`src/rtl/multi_event_counter.sv`:
```
// multi_event_counter: NCH-channel wrap/saturate event counter with snapshot.
// Define MULTI_EVENT_COUNTER_OVF_EN for sticky ovf flags and the irq output.
module multi_event_counter #(
  parameter int NCH   = 4,
  parameter int WIDTH = 32,
  parameter int SELW  = (NCH > 1) ? $clog2(NCH) : 1
) (
  input  logic                 clk,
  input  logic                 rst_n,
  input  logic                 start,
  input  logic                 mode,
  input  logic [NCH-1:0]       din,
  input  logic [NCH-1:0]       clr,
  input  logic                 snap,
  input  logic [SELW-1:0]      rd_sel,
  output logic [NCH*WIDTH-1:0] cnt,
  output logic [NCH-1:0]       full,
  output logic                 snap_valid,
  output logic [WIDTH-1:0]     rd_data,
`ifdef MULTI_EVENT_COUNTER_OVF_EN
  output logic                 irq,
`endif
  output logic [NCH-1:0]       ovf
);

  localparam logic [WIDTH-1:0] MAX = '1;

  logic [WIDTH-1:0] cnt_q    [NCH];
  logic [WIDTH-1:0] cnt_d    [NCH];
  logic [WIDTH-1:0] shadow_q [NCH];
  logic [WIDTH-1:0] shadow_d [NCH];
  logic [NCH-1:0]   full_q;
  logic [NCH-1:0]   full_d;
  logic             snap_valid_q;
  logic             snap_valid_d;

  // Per-channel next count: clear beats increment beats hold.
  always_comb begin
    for (int i = 0; i < NCH; i++) begin
      cnt_d[i] = cnt_q[i];
      if (clr[i]) begin
        cnt_d[i] = '0;
      end else if (start && din[i]) begin
        if (cnt_q[i] != MAX) begin
          cnt_d[i] = cnt_q[i] + 1'b1;
        end else if (!mode) begin
          cnt_d[i] = '0;
        end
      end
      full_d[i] = (cnt_d[i] == MAX);
    end
  end

  // Shadow capture uses the pre-update count so same-edge activity is ignored.
  always_comb begin
    snap_valid_d = snap;
    for (int i = 0; i < NCH; i++) begin
      shadow_d[i] = snap ? cnt_q[i] : shadow_q[i];
    end
  end

  // Counter, full, shadow and pulse registers with synchronous reset.
  always_ff @(posedge clk) begin
    if (!rst_n) begin
      for (int i = 0; i < NCH; i++) begin
        cnt_q[i]    <= '0;
        shadow_q[i] <= '0;
      end
      full_q       <= '0;
      snap_valid_q <= 1'b0;
    end else begin
      for (int i = 0; i < NCH; i++) begin
        cnt_q[i]    <= cnt_d[i];
        shadow_q[i] <= shadow_d[i];
      end
      full_q       <= full_d;
      snap_valid_q <= snap_valid_d;
    end
  end

`ifdef MULTI_EVENT_COUNTER_OVF_EN
  logic [NCH-1:0] ovf_q;
  logic [NCH-1:0] ovf_d;
  logic           irq_q;
  logic           irq_d;

  // Sticky wrap flags; a clear on the same edge as a wrap leaves the flag low.
  always_comb begin
    for (int i = 0; i < NCH; i++) begin
      ovf_d[i] = ovf_q[i];
      if (clr[i]) begin
        ovf_d[i] = 1'b0;
      end else if (start && din[i] && !mode && cnt_q[i] == MAX) begin
        ovf_d[i] = 1'b1;
      end
    end
    irq_d = |ovf_d;
  end

  // Flag and interrupt registers, updated on the same edge.
  always_ff @(posedge clk) begin
    if (!rst_n) begin
      ovf_q <= '0;
      irq_q <= 1'b0;
    end else begin
      ovf_q <= ovf_d;
      irq_q <= irq_d;
    end
  end

  assign ovf = ovf_q;
  assign irq = irq_q;
`else
  assign ovf = '0;
`endif

  // Flatten live counts and mux the selected shadow; out-of-range reads 0.
  always_comb begin
    cnt     = '0;
    rd_data = '0;
    for (int i = 0; i < NCH; i++) begin
      cnt[i*WIDTH +: WIDTH] = cnt_q[i];
      if (rd_sel == SELW'(i)) begin
        rd_data = shadow_q[i];
      end
    end
  end

  assign full       = full_q;
  assign snap_valid = snap_valid_q;

endmodule
```
`config.mk`:
```
export PLATFORM = sky130hd
export DESIGN_NAME = multi_event_counter
export DESIGN_NICKNAME = d
export VERILOG_FILES = /design/src/rtl/multi_event_counter.sv
export SDC_FILE = /design/constraint.sdc
export NUM_CORES = 1
export LEC_CHECK = 0
export ABC_AREA = 1
export CAP_MARGIN = 20
export CORE_MARGIN = 2
export CORE_UTILIZATION = 40
export DETAILED_ROUTE_END_ITERATION = 7
export HOLD_SLACK_MARGIN = 0.02
export PLACE_DENSITY_LB_ADDON = 0.08
export SLEW_MARGIN = 20
export SYNTH_ARGS = -nofsm -noshare
export SYNTH_HDL_FRONTEND = slang
export SYNTH_SLANG_ARGS = --single-unit
```
`constraint.sdc`:
```
create_clock -name clk -period 2.63 [get_ports clk]
set_input_delay 0.526 -clock clk [delete_from_list [all_inputs] [get_ports clk]]
set_output_delay 0.526 -clock clk [all_outputs]
set_load 0.05 [all_outputs]
```
==> results by group <==
Synthesis
  • Most numerous cell in the Yosys netlist: nand2_1
  • Netlist Area Pre-Place: 14500 sq um
  • Yosys top cell area share: a little over a third
  • EDFF count, synth: 0
  • Synth Instances: 2365
  • XOR/XNOR Fraction of Synth Area: less than 1%
  • Flops & latches, synth: around 260
  • Simple-gate share of the synthesized area: between 30% and 40%
  • Synth async-reset ratio: 0%
  • Ys Warns: 0
  • Syn_area_per_cell: approximately 6 sq um
  • Yosys top cell by area: dfxtp_1
  • Synth unique cells: between 40 and 50
  • Largest family of logic cells by synthesized area: simple AND/OR/NAND/NOR gates
  • Most frequent cells after synthesis: 606 x nand2_1, 419 x nor2_1, 261 x dfxtp_1
  • Ys flop type: dfxtp_1
  • Area share of fa/ha/maj cells after synthesis: less than 1%
  • Share of the yosys chip area belonging to registers: between 30 and 40%
  • Area contributors post-synth: dfxtp_1 36%, nand2_1 16%, nor2_1 11%, a21oi_1 7.3%, o21ai_0 7.2%
  • Mux share of post-synthesis cell area: less than 1%
  • Post-synthesis compound-gate area fraction: ~17%

Worst setup path
  • Critical path's slowest cell: clkdlybuf4s50_1
  • Crit path largest cell delay: a little under 900 ps
  • Data arrival, critical path: about 2000 ps
  • CP bufs+invs: 1
  • Crit start category: register
  • WS Path Type: register to output pin
  • Req. time, crit path: approximately 2100 ps
  • Critical-path cell list: clkdlybuf4s50_1
  • CP Capture Type: output pin
  • CP Max Fanout: 6
  • Cell family with the largest share of critical-path delay: buffers and inverters

Timing
  • Slew @ Worst Pin: 1090 ps
  • FMAX: 393 MHz
  • Final Setup Violations: 0
  • RSZ-0062 raised after global routing: false
  • Post-route setup slack: approximately 86 ps
  • Max_slew headroom: ~28%
  • Final hold viol count: 0
  • Max Slew Vio Count: 0
  • Part of the cycle the worst path needs: 96.7%
  • Worst Skew: a little under 6 ps
  • Period minus WS final: between 2000 and 3000 ps
  • Worst hold slack: slightly below 400 ps

Placed design
  • PortBufs: about 180
  • GPL Wtd Cong: 0.983
  • Pre-CTS WS: -331 ps
  • Placed cell areas: ~18000 sq um
  • Detail Placement HPWL: between 40 and 50 mm

Cells and area
  • Layout cell share with drive strength beyond 1: between 10% and 20%
  • Final core occ: roughly 54%
  • Final layout net count: approximately 2700
  • Post-route cell area: about 19000 sq um
  • Layout Area Growth over Synthesis: 32.6%
  • Antenna diodes: 0

Die
  • Core ar.: 35600 sq um
  • # rows: 69
  • Die Y: between 150 and 200 um
  • Die area: 37700 sq um
  • Initial Util: about two fifths
  • Ports: roughly 180
  • Die W: slightly below 200 um

Run status
  • Status: completed

Global route
  • Antenna violations before repair: 0
  • Vias in the first global route: about 16000
  • Largest net degree at the start of global routing: around 230
  • Total GRT Usage: ~30%
  • Global route overflow: 0
  • First-pass GRT wire length: between 90 and 100 mm

Clock tree
  • Clock Pin Slew Worst Setup and Hold Paths: approximately 60 ps
  • CTS Buf Count: 29
  • Worst-skew pair later-pin latency: 570 ps
  • H-tree levels: 1
  • TritonCTS Sinks: between 200 and 300
  • Clock Tree Root: clkbuf_16
  • Clock Path Buffers: 3
  • CTS tree: yes
  • Post-CTS Setup Inserts: 0

Power
  • Leakage: around 7.4 nW
  • P per Cell Area: 497 nW/um^2
  • Total power: between 9 and 10 mW
  • Max VDD drop: about 0.46 mV

Route
  • Antenna-violating nets left: 0
  • Vias per inst: 5.30
  • Drt pass-1 iters: 6
  • Routed wire length per instance: roughly 18 um
  • Total wire length: ~58 mm
  • Via count: 16600
  • Drt initial violations: approximately 1600
  • DRC viols: 0

Flow run
  • Max-cap viol count: 0

Hold path
  • Hold WC Path Type: input port to register
[sequential cells by signal, indices dropped and copies added (netlist names)]
signal      flops
shadow_q      128
cnt_q         128
full            4
snap_valid      1
[worst paths after layout]
path	startpoint	to	slack, ps	cells after the start
worst max-delay path	cnt_q[0][53]	cnt[53]	90	1
worst min-delay path	rst_n	cnt_q[0][93]	390	4
worst max register to register	cnt_q[0][96]	full[3]	240	16
worst min register to register	shadow_q[0][2]	shadow_q[0][2]	510	2
[routing by layer]
metal	share of wire [%]	vias up	track usage, %	wire length, um
met3	7.2	93	4.16	4120
met2	45	661	49.0	26100
met1	44	7661	41.0	25600
met4	3.0	0	9.51	1710
met5	0	-	0	0
li1	-	8224	-	-
[area by class of cell]
class	instances	area, sq um
repair buffers	359	3560
clock buffers	41	811
clock inverters	11	105
fillers	3610	16400
flip-flops and latches	261	5230
multi-input cells	1780	8060
well taps	461	577
inverters	227	852
[logic make-up after synthesis]
kind of cell / count (synthesis)
multiplexers: 2
XOR/XNOR: 15
adder cells (fa/ha/maj): 4
flip-flops: 261
AND/OR/NAND/NOR: 1297
AO/OA/AOI/OAI: 458
buffers and inverters: 327
other: 1
[power breakdown]
group	internal [mW]	switching [mW]	total (mW)
logic	0.490	0.833	1.32
registers	4.08	0.119	4.20
clock network	2.32	1.69	4.01
total	6.90	2.64	9.54
[timing repair]
| item | CTS | global route |
|---|---|---|
| resized for setup | 6 | 4 |
| pin swaps | 2 | 0 |
| endpoints found under the setup margin | 32 | 2 |
| gates cloned | 0 | 0 |
| hold buffers | 0 | 0 |
[metrics by stage]
| stage | TNS [ps] | cells |
|---|---|---|
| after detailed placement | -2980 | 3088 |
| after floorplan | 0 | 2368 |
| after CTS | 0 | 3140 |
| after global routing | 0 | 3140 |
| final | 0 | 3140 |
| after global placement | -3300 | 3088 |
[cells in the final DEF, fill, tap and decap left out, drive strengths merged, types with 46 or more instances in the layout]
cell / count
nor3: 46
nor2: 429
a21oi: 212
o21ai: 212
dfxtp: 261
inv: 224
buf: 214
clkdlybuf4s50: 142
nand3: 164
nand2: 613
Note: power is estimated with default switching activity, not from simulation.
